`src/rtl/cp0_regfile_if.sv`:
```
// cp0_regfile_if: CP0 access, exception/ERET and redirect signals between the pipeline and CP0
interface cp0_regfile_if;
    logic        cp_read_en;
    logic [4:0]  cp_read_addr;
    logic [31:0] cp_read_data;
    logic        cp_write_en;
    logic [4:0]  cp_write_addr;
    logic [31:0] cp_write_data;
    logic [5:0]  hw_int;
    logic        exc_valid;
    logic [4:0]  exc_code;
    logic [31:0] exc_pc;
    logic        exc_delayslot;
    logic [31:0] exc_badvaddr;
    logic        eret;
    logic        int_pending;
    logic        redirect_en;
    logic [31:0] redirect_pc;
    logic [31:0] status_out;
    logic [31:0] cause_out;
    logic [31:0] epc_out;

    modport master (
        output cp_read_en, cp_read_addr, cp_write_en, cp_write_addr, cp_write_data, hw_int,
               exc_valid, exc_code, exc_pc, exc_delayslot, exc_badvaddr, eret,
        input  cp_read_data, int_pending, redirect_en, redirect_pc, status_out, cause_out, epc_out
    );

    modport slave (
        input  cp_read_en, cp_read_addr, cp_write_en, cp_write_addr, cp_write_data, hw_int,
               exc_valid, exc_code, exc_pc, exc_delayslot, exc_badvaddr, eret,
        output cp_read_data, int_pending, redirect_en, redirect_pc, status_out, cause_out, epc_out
    );
endinterface

```
`src/rtl/cp0_regfile.sv`:
```
// cp0_regfile: MIPS CP0 registers, exception/ERET recording, interrupt detect and PC redirect.
// Count/Compare timer is built only when CP0_TIMER_EN is defined.
module cp0_regfile #(
    parameter logic [31:0] PRID_VALUE = 32'h0000_4220,
    parameter logic [31:0] EXC_VECTOR = 32'hBFC0_0380
) (
    input logic           clk,
    input logic           rst,
    cp0_regfile_if.slave  bus
);
    logic [31:0] badvaddr, epc, status, cause, status_w, cause_w, wd, rd;
    logic [7:0]  im;
    logic [5:0]  hw_ip;
    logic [4:0]  exc_code_r, wa, ra;
    logic [1:0]  sw_ip;
    logic        exl, ie, bd, fwd, wr, timer_hw;

    assign wd = bus.cp_write_data;
    assign wa = bus.cp_write_addr;
    assign ra = bus.cp_read_addr;
    assign wr = bus.cp_write_en & ~bus.exc_valid;
    assign fwd = bus.cp_write_en && wa == ra;

    assign status   = {9'd0, 1'b1, 6'd0, im, 6'd0, exl, ie};
    assign cause    = {bd, 15'd0, hw_ip, sw_ip, 1'b0, exc_code_r, 2'b00};
    assign status_w = {9'd0, 1'b1, 6'd0, wd[15:8], 6'd0, wd[1:0]};
    assign cause_w  = {bd, 15'd0, hw_ip, wd[9:8], 1'b0, exc_code_r, 2'b00};

`ifdef CP0_TIMER_EN
    logic [31:0] count, compare, count_inc;
    logic        tick, timer_int, wr_count, wr_compare;

    assign count_inc  = count + 32'd1;
    assign wr_count   = wr && wa == 5'd9;
    assign wr_compare = wr && wa == 5'd11;
    assign timer_hw   = timer_int;

    always_ff @(posedge clk) begin
        if (rst) begin
            count     <= '0;
            compare   <= '0;
            tick      <= 1'b0;
            timer_int <= 1'b0;
        end else begin
            tick      <= wr_count ? 1'b0 : ~tick;
            count     <= wr_count ? wd : tick ? count_inc : count;
            compare   <= wr_compare ? wd : compare;
            timer_int <= wr_compare ? 1'b0 : (tick && !wr_count && count_inc == compare) ? 1'b1 : timer_int;
        end
    end
`else
    assign timer_hw = 1'b0;
`endif

    always_comb begin
        rd = '0;
        case (ra)
            5'd8:    rd = badvaddr;
`ifdef CP0_TIMER_EN
            5'd9:    rd = fwd ? wd : count;
            5'd11:   rd = fwd ? wd : compare;
`endif
            5'd12:   rd = fwd ? status_w : status;
            5'd13:   rd = fwd ? cause_w : cause;
            5'd14:   rd = fwd ? wd : epc;
            5'd15:   rd = PRID_VALUE;
            default: rd = '0;
        endcase
    end

    assign bus.cp_read_data = bus.cp_read_en ? rd : '0;

    // ERET target forwards a same-cycle MTC0 to EPC
    assign bus.redirect_en = bus.exc_valid | bus.eret;
    assign bus.redirect_pc = bus.exc_valid ? EXC_VECTOR :
                             bus.eret ? ((bus.cp_write_en && wa == 5'd14) ? wd : epc) : '0;
    assign bus.int_pending = ie & ~exl & |({hw_ip, sw_ip} & im);
    assign bus.status_out  = status;
    assign bus.cause_out   = cause;
    assign bus.epc_out     = epc;

    always_ff @(posedge clk) begin
        if (rst) begin
            badvaddr   <= '0;
            epc        <= '0;
            im         <= '0;
            exl        <= 1'b0;
            ie         <= 1'b0;
            bd         <= 1'b0;
            exc_code_r <= '0;
            hw_ip      <= '0;
            sw_ip      <= '0;
        end else begin
            hw_ip <= {bus.hw_int[5] | timer_hw, bus.hw_int[4:0]};
            if (bus.exc_valid) begin
                if (!exl) begin
                    epc <= bus.exc_delayslot ? bus.exc_pc - 32'd4 : bus.exc_pc;
                    bd  <= bus.exc_delayslot;
                end
                exl        <= 1'b1;
                exc_code_r <= bus.exc_code;
                if (bus.exc_code == 5'd4 || bus.exc_code == 5'd5)
                    badvaddr <= bus.exc_badvaddr;
            end else begin
                if (wr && wa == 5'd12) begin
                    im <= wd[15:8];
                    ie <= wd[0];
                end
                exl <= bus.eret ? 1'b0 : (wr && wa == 5'd12) ? wd[1] : exl;
                if (wr && wa == 5'd13)
                    sw_ip <= wd[9:8];
                if (wr && wa == 5'd14)
                    epc <= wd;
            end
        end
    end
endmodule

```
`src/flat_wrapper.sv`:
```
// flat-port wrapper written by rule: the top's interface ports become plain ports
module cp0_regfile_flat 
#(
    parameter logic [31:0] PRID_VALUE = 32'h0000_4220,
    parameter logic [31:0] EXC_VECTOR = 32'hBFC0_0380
)
  (clk, rst, bus_cp_read_en, bus_cp_read_addr, bus_cp_write_en, bus_cp_write_addr, bus_cp_write_data, bus_hw_int, bus_exc_valid, bus_exc_code, bus_exc_pc, bus_exc_delayslot, bus_exc_badvaddr, bus_eret, bus_cp_read_data, bus_int_pending, bus_redirect_en, bus_redirect_pc, bus_status_out, bus_cause_out, bus_epc_out);
  cp0_regfile_if bus_i ();
  input logic clk;
  input logic rst;
  input wire logic [$bits(bus_i.cp_read_en)-1:0] bus_cp_read_en;
  input wire logic [$bits(bus_i.cp_read_addr)-1:0] bus_cp_read_addr;
  input wire logic [$bits(bus_i.cp_write_en)-1:0] bus_cp_write_en;
  input wire logic [$bits(bus_i.cp_write_addr)-1:0] bus_cp_write_addr;
  input wire logic [$bits(bus_i.cp_write_data)-1:0] bus_cp_write_data;
  input wire logic [$bits(bus_i.hw_int)-1:0] bus_hw_int;
  input wire logic [$bits(bus_i.exc_valid)-1:0] bus_exc_valid;
  input wire logic [$bits(bus_i.exc_code)-1:0] bus_exc_code;
  input wire logic [$bits(bus_i.exc_pc)-1:0] bus_exc_pc;
  input wire logic [$bits(bus_i.exc_delayslot)-1:0] bus_exc_delayslot;
  input wire logic [$bits(bus_i.exc_badvaddr)-1:0] bus_exc_badvaddr;
  input wire logic [$bits(bus_i.eret)-1:0] bus_eret;
  output wire logic [$bits(bus_i.cp_read_data)-1:0] bus_cp_read_data;
  output wire logic [$bits(bus_i.int_pending)-1:0] bus_int_pending;
  output wire logic [$bits(bus_i.redirect_en)-1:0] bus_redirect_en;
  output wire logic [$bits(bus_i.redirect_pc)-1:0] bus_redirect_pc;
  output wire logic [$bits(bus_i.status_out)-1:0] bus_status_out;
  output wire logic [$bits(bus_i.cause_out)-1:0] bus_cause_out;
  output wire logic [$bits(bus_i.epc_out)-1:0] bus_epc_out;
  assign bus_i.cp_read_en = bus_cp_read_en;
  assign bus_i.cp_read_addr = bus_cp_read_addr;
  assign bus_i.cp_write_en = bus_cp_write_en;
  assign bus_i.cp_write_addr = bus_cp_write_addr;
  assign bus_i.cp_write_data = bus_cp_write_data;
  assign bus_i.hw_int = bus_hw_int;
  assign bus_i.exc_valid = bus_exc_valid;
  assign bus_i.exc_code = bus_exc_code;
  assign bus_i.exc_pc = bus_exc_pc;
  assign bus_i.exc_delayslot = bus_exc_delayslot;
  assign bus_i.exc_badvaddr = bus_exc_badvaddr;
  assign bus_i.eret = bus_eret;
  assign bus_cp_read_data = bus_i.cp_read_data;
  assign bus_int_pending = bus_i.int_pending;
  assign bus_redirect_en = bus_i.redirect_en;
  assign bus_redirect_pc = bus_i.redirect_pc;
  assign bus_status_out = bus_i.status_out;
  assign bus_cause_out = bus_i.cause_out;
  assign bus_epc_out = bus_i.epc_out;
  cp0_regfile #(.PRID_VALUE(PRID_VALUE), .EXC_VECTOR(EXC_VECTOR)) u_core (.clk(clk), .rst(rst), .bus(bus_i));
endmodule
```
`config.mk`:
```
export PLATFORM = sky130hd
export DESIGN_NAME = cp0_regfile_flat
export DESIGN_NICKNAME = d
export VERILOG_FILES = /design/src/rtl/cp0_regfile_if.sv /design/src/rtl/cp0_regfile.sv /design/src/flat_wrapper.sv
export SDC_FILE = /design/constraint.sdc
export NUM_CORES = 1
export LEC_CHECK = 0
export ABC_AREA = 1
export BUFFER_PORTS_ARGS = -buffer_cell sky130_fd_sc_hd__buf_2
export CAP_MARGIN = 5
export CORE_MARGIN = 4
export CORE_UTILIZATION = 28
export CTS_BUF_LIST = sky130_fd_sc_hd__clkbuf_16
export CTS_CLUSTER_SIZE = 16
export DETAILED_ROUTE_END_ITERATION = 12
export GPL_TIMING_DRIVEN = 0
export PLACE_DENSITY = 0.58
export SLEW_MARGIN = 20
export SYNTH_ARGS = -nofsm -noshare
export SYNTH_HDL_FRONTEND = slang
export SYNTH_SLANG_ARGS = --single-unit
```
`constraint.sdc`:
```
create_clock -name clk -period 2.1 [get_ports clk]
set_input_delay 0.42 -clock clk [delete_from_list [all_inputs] [get_ports clk]]
set_output_delay 0.42 -clock clk [all_outputs]
set_load 0.01 [all_outputs]
```
==> run summary, run 1 <==
Detailed routing
* **DRT antenna net count** 0
* **final WL** 32100 um
* **average via count per standard cell** 5.08
* **# DRC** 0
* **routed vias** 8492
* **count of TritonRoute iterations in the first routing pass** 5
* **Detailed Route Iter0 Violations** 604
* **average wire per cell in the routed design** 19.2 um

Run status
* **failing checks** setup timing
* **run status** complete, but fails checks

Critical path
* **Top delay family on crit path** buffers and inverters
* **crit end category** output port
* **worst endpoint data arrival time** 1850 ps
* **delay of the slowest critical-path stage** 310 ps
* **worst path cell trace** buf_8, inv_6, nand2_1, o21ai_2, nor2_4, nand3_4, inv_2, buf_8, buf_8, o211ai_1, a21oi_1, buf_2
* **CP required** 1680 ps
* **CP Max Fanout** 5
* **most frequent cell on the critical path** sky130_fd_sc_hd__buf_8
* **slowest library cell on the worst path** sky130_fd_sc_hd__o211ai_1
* **category of the worst setup path launch point** input port
* **number of buffer and inverter stages on the critical path** 6
* **classification of the worst setup path** in -> out

Synthesis
* **Yosys warnings** 0
* **count of state elements after synthesis** 88
* **Yosys top cell area share** 27.7%
* **most instantiated flip-flop cell in the synthesis netlist** sky130_fd_sc_hd__dfxtp_1
* **portion of the post-synthesis area used by sequential elements** 27.7%
* **FFs w/ async S/R, synth** 0%
* **Syn Std Cell Area** 6350 um2
* **cell count after synthesis** 1052
* **Area contributors post-synth** sky130_fd_sc_hd__dfxtp_1 (28%), sky130_fd_sc_hd__nor2_1 (12%), sky130_fd_sc_hd__nand2_1 (12%)
* **number of synthesized flops with an enable pin** 0
* **Avg Synthesized Cell Area** 6.03 um2
* **count of cell types in the netlist** 41
* **largest area contributor in the synthesized netlist** sky130_fd_sc_hd__dfxtp_1

STA
* **fmax** 441 MHz
* **accumulated negative setup slack** -5190 ps
* **slew at the pin closest to its max-slew limit** 775 ps
* **crit share post-route** 108%
* **unrepaired setup endpoints after global routing** true
* **final number of hold-violating endpoints** 0
* **worst slew margin relative to its limit** 48.3%
* **Layout Skew** 5.69 ps
* **shortest period the worst path allows** 2270 ps
* **total of endpoints with negative setup slack in the final report** 58
* **Final Worst Setup Slack** -170 ps
* **Max Transition Viols Final** 0

Placement
* **HPWL reported at the end of detailed placement** 24800 um
* **RePlAce Congestion** 0.921
* **total of buffers placed on input and output ports** 243

Min path
* **HP Class** in -> reg

Clock tree
* **CTS root buffer** sky130_fd_sc_hd__clkbuf_16
* **total clock buffers created by CTS** 9
* **hold-fix buffers at CTS** 0
* **clock insertion delay at the later pin of the skew report** 350 ps
* **CTS H-tree depth** 3
* **Sinks on Clock Net** 88
* **clock tree from TritonCTS** built
* **clk buf depth** 2
* **clock transition at the registers of the reported paths** 70 ps

Layout
* **total inserted antenna cells** 0
* **fraction of layout cells with a size suffix above 1** 38.0%
* **area growth from synthesis to layout** 54.8%
* **final layout net count** 1511
* **top library cells by usage in the layout, fill and taps aside** sky130_fd_sc_hd__buf_2 (234), sky130_fd_sc_hd__nor2_1 (182), sky130_fd_sc_hd__nand2_1 (170)
* **fraction of the core area covered by cells at the end of the flow** 44.5%
* **commonest non-fill, non-tap cell in the layout** sky130_fd_sc_hd__buf_2
* **count of filler cells inserted in the layout** 2366

GRT
* **GR peak layer** met2
* **first-pass GRT wire length** 45400 um
* **grt ovf** 0
* **routing usage on met3** 5.44%
* **largest net degree at the start of global routing** 15
* **vias in the first global route** 7885
* **met2 capacity usage during global routing** 38.6%
* **initial antenna violation count** 1
* **met1 Usage GRT** 31.3%
* **Overall Global Routing Usage** 23.8%

Floorplanning
* **Starting Density** 28.7%
* **Die Y** 159 um
* **die area** 25100 um2
* **overall die width** 159 um
* **boundary pin count** 286
* **Core Footprint** 22100 um2
* **total number of placement rows** 54

Power
* **static power due to leakage** 4.76 nW
* **Pwr per Cell Area** 489 nW/um2
* **maximum VDD drop** 0.000332 V

Job
* **Max Cap Violations** 0

## cells by family (layout without fill, tap and decap cells)
| kind of cell | count (synthesis) | count (layout) | synth area share, % |
|---|---|---|---|
| flops | 88 | 88 | 27.7 |
| buf+inv | 199 | 500 | 14.9 |
| xor+xnor | 3 | 3 | 0.414 |
| other cells | 2 | 40 | 0.118 |
| compound gates | 268 | 268 | 24.3 |
| fa+ha+maj | 1 | 1 | 0.197 |
| simple gates | 491 | 491 | 32.3 |
## through the flow
stage	hold WS [ps]	std cells	power [mW]	setup WS (ps)	cell area, um2
floorplan	478	1090	2.38	78.4	6490
global placement	481	1613	2.85	-914	8060
detailed placement	495	1613	2.86	-900	8060
CTS	259	1658	4.72	-144	9230
global route	272	1671	4.99	-207	9830
finish	265	1671	4.81	-170	9830
## sequential cells by signal, summed over array words and instances, names as in the netlist
name                count
u_core.bus.epc_out     32
u_core.hw_ip            6
u_core.bd               1
u_core.sw_ip            2
u_core.ie               1
u_core.exl              1
u_core.badvaddr        32
u_core.exc_code_r       5
u_core.im               8
## final cells by class
type	count	area (um2)	share of cell area, %
multi-input cells	803	4390	44.7
repair buffers	288	1860	18.9
flip-flops and latches	88	1760	17.9
plain buffers	99	762	7.76
inverters	97	394	4.01
well taps	280	350	3.57
clock buffers	9	225	2.29
clock inverters	7	87.6	0.891
## cell usage after synthesis, types with 4 or more instances
| cell type | instances |
|---|---|
| sky130_fd_sc_hd__nor2_1 | 203 |
| sky130_fd_sc_hd__a31oi_1 | 5 |
| sky130_fd_sc_hd__nand4_1 | 15 |
| sky130_fd_sc_hd__inv_2 | 4 |
| sky130_fd_sc_hd__nor3_1 | 8 |
| sky130_fd_sc_hd__o21a_1 | 13 |
| sky130_fd_sc_hd__o21ai_1 | 4 |
| sky130_fd_sc_hd__o211ai_1 | 10 |
| sky130_fd_sc_hd__clkbuf_1 | 37 |
| sky130_fd_sc_hd__o21ai_0 | 127 |
| sky130_fd_sc_hd__nand3_1 | 45 |
| sky130_fd_sc_hd__a21oi_1 | 62 |
| sky130_fd_sc_hd__buf_2 | 17 |
| sky130_fd_sc_hd__buf_4 | 44 |
| sky130_fd_sc_hd__dfxtp_1 | 88 |
| sky130_fd_sc_hd__a22o_1 | 12 |
| sky130_fd_sc_hd__nand2_1 | 199 |
| sky130_fd_sc_hd__nand3b_1 | 6 |
| sky130_fd_sc_hd__inv_1 | 93 |
| sky130_fd_sc_hd__a211oi_1 | 27 |
## worst min-delay path: stages
cell and delay [ps]:
sky130_fd_sc_hd__buf_2 70, sky130_fd_sc_hd__inv_1 30, sky130_fd_sc_hd__nor2_1 60
## final timing paths
path	slack, ps	endpoint	start	cells after the start
worst max-delay path	-170	bus_cp_read_data[16]	bus_cp_read_addr[2]	12
worst min-delay path	270	u_core.hw_ip[3]	bus_hw_int[3]	3
worst max register to register	270	u_core.bd	u_core.exl	5
worst min register to register	510	u_core.exc_code_r[2]	u_core.exc_code_r[2]	2
## repair_timing
| action | 4_1_cts | 5_1_grt |
|---|---|---|
| pin swaps | 37 | 51 |
| hold endpoints to repair | 0 | 0 |
| cloned | 4 | 3 |
| buffers inserted | 27 | 14 |
| endpoints found under the setup margin | 64 | 85 |
| gates resized for setup | 193 | 142 |
## power breakdown
part	total [mW]	internal [mW]	switching, mW	leakage (nW)
Sequential	1.86	1.75	0.104	0.721
Clock	1.75	1.04	0.719	0.160
Combinational	1.20	0.475	0.723	3.87
Total	4.81	3.26	1.55	4.76
## per-layer routing
layer	vias to the layer above	wire, um
met4	2	894
li1	4051	-
met1	3951	13200
met2	432	15100
met5	-	13
met3	56	2900
Power figures use the tool's default switching activity.
==> run 2: changes to the inputs <==
Settings changed: SKIP_CTS_REPAIR_TIMING set to 1.
==> run 2 against run 1 <==
The flow still finishes with violations (setup timing). Global-route usage down 1.0 points. Final cell count down 1.4%. Combinational power down 3%. Largest power group unchanged. Highest routed layer unchanged.
==> run summary, run 2 (synthesis gave the netlist of run 1 again) <==
Critical path
* **most frequent cell on the critical path** sky130_fd_sc_hd__buf_12, was sky130_fd_sc_hd__buf_8
* **crit end category** output port, unchanged
* **reg-to-reg critical path endpoint** u_core.bus.epc_out[14], was u_core.bd
* **classification of the worst setup path** in -> out, unchanged
* **length in cells of the worst reg-to-reg path** 5, unchanged
* **slowest library cell on the worst path** sky130_fd_sc_hd__a211oi_4, was sky130_fd_sc_hd__o211ai_1
* **CP Max Fanout** 10, was 5
* **CP required** 1680 ps, about the same
* **category of the worst setup path launch point** input port, unchanged
* **delay of the slowest critical-path stage** 280 ps, was 310 ps
* **worst endpoint data arrival time** 1880 ps, was 1850 ps
* **worst path cell trace** buf_6, or2_4, nor3_4, buf_12, inv_6, buf_12, a211oi_4, buf_2, was buf_8, inv_6, nand2_1, o21ai_2, nor2_4, nand3_4, inv_2, buf_8, buf_8, o211ai_1, a21oi_1, buf_2
* **Reg-to-Reg Start** u_core.exl, unchanged
* **R2R Setup Slk** 300 ps, was 270 ps

Detailed routing
* **Detailed Route Iter0 Violations** 669, was 604
* **final WL** 31600 um, was 32100 um
* **DRT antenna net count** 0, unchanged
* **# DRC** 0, unchanged
* **count of TritonRoute iterations in the first routing pass** 8, was 5
* **average via count per standard cell** 5.08, about the same
* **average wire per cell in the routed design** 19.2 um, about the same
* **routed vias** 8378, was 8492

Clock tree
* **CTS H-tree depth** 3, unchanged
* **clock tree from TritonCTS** built, unchanged
* **CTS root buffer** sky130_fd_sc_hd__clkbuf_16, unchanged
* **total clock buffers created by CTS** 9, unchanged
* **clk buf depth** 2, unchanged
* **Sinks on Clock Net** 88, unchanged
* **clock insertion delay at the later pin of the skew report** 350 ps, about the same
* **clock transition at the registers of the reported paths** 70 ps, about the same

Layout
* **total inserted antenna cells** 0, unchanged
* **fraction of layout cells with a size suffix above 1** 35.1%, was 38.0%
* **FF+latch area** 1760 um2, unchanged
* **post-layout instance count excluding filler cells** 1648, was 1671
* **area growth from synthesis to layout** 49.5%, was 54.8%
* **top library cells by usage in the layout, fill and taps aside** sky130_fd_sc_hd__buf_2 (236), sky130_fd_sc_hd__nand2_1 (184), sky130_fd_sc_hd__nor2_1 (181), was sky130_fd_sc_hd__buf_2 (234), sky130_fd_sc_hd__nor2_1 (182), sky130_fd_sc_hd__nand2_1 (170)
* **commonest non-fill, non-tap cell in the layout** sky130_fd_sc_hd__buf_2, unchanged
* **count of filler cells inserted in the layout** 2406, was 2366
* **total area of multi-input combinational cells** 4290 um2, was 4390 um2
* **final layout net count** 1488, was 1511

Floorplanning
* **Starting Density** 28.7%, unchanged
* **total number of placement rows** 54, unchanged
* **boundary pin count** 286, unchanged
* **Core Footprint** 22100 um2, unchanged
* **overall die width** 159 um, unchanged
* **Die Y** 159 um, unchanged
* **die area** 25100 um2, unchanged

Power
* **share of total power in the clock network** 36.8%, was 36.5%
* **static power due to leakage** 4.57 nW, was 4.76 nW
* **Flop pwr share** 38.9%, was 38.6%
* **combinational group share of total power** 24.3%, was 24.9%
* **Pwr per Cell Area** 501 nW/um2, was 489 nW/um2
* **net switching power of the design** 1.52 mW, was 1.55 mW
* **maximum VDD drop** 0.000349 V, was 0.000332 V
* **Sw Share** 32.0%, was 32.1%
* **Internal** 3.23 mW, was 3.26 mW

GRT
* **largest net degree at the start of global routing** 15, unchanged
* **GR peak layer** met2, unchanged
* **initial antenna violation count** 1, unchanged
* **grt ovf** 0, unchanged
* **met2 capacity usage during global routing** 37.0%, was 38.6%
* **vias in the first global route** 7465, was 7885
* **Overall Global Routing Usage** 22.8%, was 23.8%
* **met1 Usage GRT** 30.8%, was 31.3%
* **routing usage on met3** 4.13%, was 5.44%
* **first-pass GRT wire length** 43300 um, was 45400 um

STA
* **shortest period the worst path allows** 2300 ps, was 2270 ps
* **worst slew margin relative to its limit** 48.3%, about the same
* **Final Worst Setup Slack** -197 ps, was -170 ps
* **fmax** 435 MHz, was 441 MHz
* **final number of hold-violating endpoints** 0, unchanged
* **final-layout worst hold slack** 266 ps, was 265 ps
* **crit share post-route** 109%, was 108%
* **total of endpoints with negative setup slack in the final report** 61, was 58
* **slew at the pin closest to its max-slew limit** 776 ps, was 775 ps
* **accumulated negative setup slack** -5660 ps, was -5190 ps
* **Max Transition Viols Final** 0, unchanged
* **Layout Skew** 5.80 ps, was 5.69 ps
* **unrepaired setup endpoints after global routing** true, unchanged

Run status
* **run status** complete, but fails checks, unchanged
* **failing checks** setup timing, unchanged

Min path
* **number of cells on the worst hold path** 3, unchanged
* **HP Class** in -> reg, unchanged
* **Worst Min Path Start** bus_hw_int[3], unchanged
* **destination of the worst hold path** u_core.hw_ip[3], unchanged

Placement
* **number of instances in the placed design** 1613, unchanged
* **HPWL reported at the end of detailed placement** 24800 um, unchanged
* **RePlAce Congestion** 0.921, unchanged
* **total of buffers placed on input and output ports** 243, unchanged

Job
* **Max Cap Violations** 0, unchanged

==> run 2: cell types whose count changed in the layout (fill, tap and decap cells not counted), sizes merged <==
| cell | delta |
|---|---|
| clkbuf | -4 |
| buf | -19 |
==> run 2: critical path, delay by kind of cell <==
kind | cells | cell delay [ps]
buffers and inverters | 5 | 710
AND/OR/NAND/NOR | 2 | 460
AO/OA/AOI/OAI | 1 | 280
==> run 2: final cells by class <==
type                    instances  area share, %
clock buffers                   9           2.37
inverters                      97           4.07
well taps                     280           3.69
clock inverters                 7          0.923
multi-input cells             803           45.2
flip-flops and latches         88           18.6
repair buffers                262           16.7
plain buffers                 102           8.57
==> run 2: how the worst max path moves through the flow <==
stage                          from                    to
2_1_floorplan   bus_cp_read_addr[1]  bus_cp_read_data[20]
3_3_place_gp    bus_cp_read_addr[4]  bus_cp_read_data[21]
3_5_place_dp    bus_cp_read_addr[4]  bus_cp_read_data[21]
4_1_cts         bus_cp_read_addr[4]  bus_cp_read_data[21]
5_1_grt         bus_cp_read_addr[2]   bus_cp_read_data[5]
6_report       bus_cp_write_addr[0]    bus_redirect_pc[5]
==> run 2: stage by stage <==
stage          power [mW]  util, %  instance area, um2  setup WS, ps
2_1_floorplan        2.38        -                6490          78.4
3_3_place_gp         2.85     36.5                8060          -914
3_5_place_dp         2.86     36.5                8060          -900
4_1_cts              4.59     37.9                8370          -910
5_1_grt              4.94     43.0                9490          -229
6_report             4.76     43.0                9490          -197
==> run 2: power by group through the flow <==
| stage | sequential, mW | clock (mW) | combinational (mW) |
|---|---|---|---|
| 2_1_floorplan | 1.88 | 0 | 0.502 |
| 3_3_place_gp | 1.87 | 0 | 0.979 |
| 3_5_place_dp | 1.87 | 0 | 0.983 |
| 4_1_cts | 1.84 | 1.77 | 0.988 |
| 5_1_grt | 1.86 | 1.83 | 1.25 |
| 6_report | 1.85 | 1.75 | 1.16 |
==> run 2: metal layers <==
metal | routed length [um] | vias to the layer above
li1 | - | 4012
met1 | 13400 | 3914
met2 | 14700 | 395
met3 | 2670 | 55
met4 | 861 | 2
met5 | 13 | -
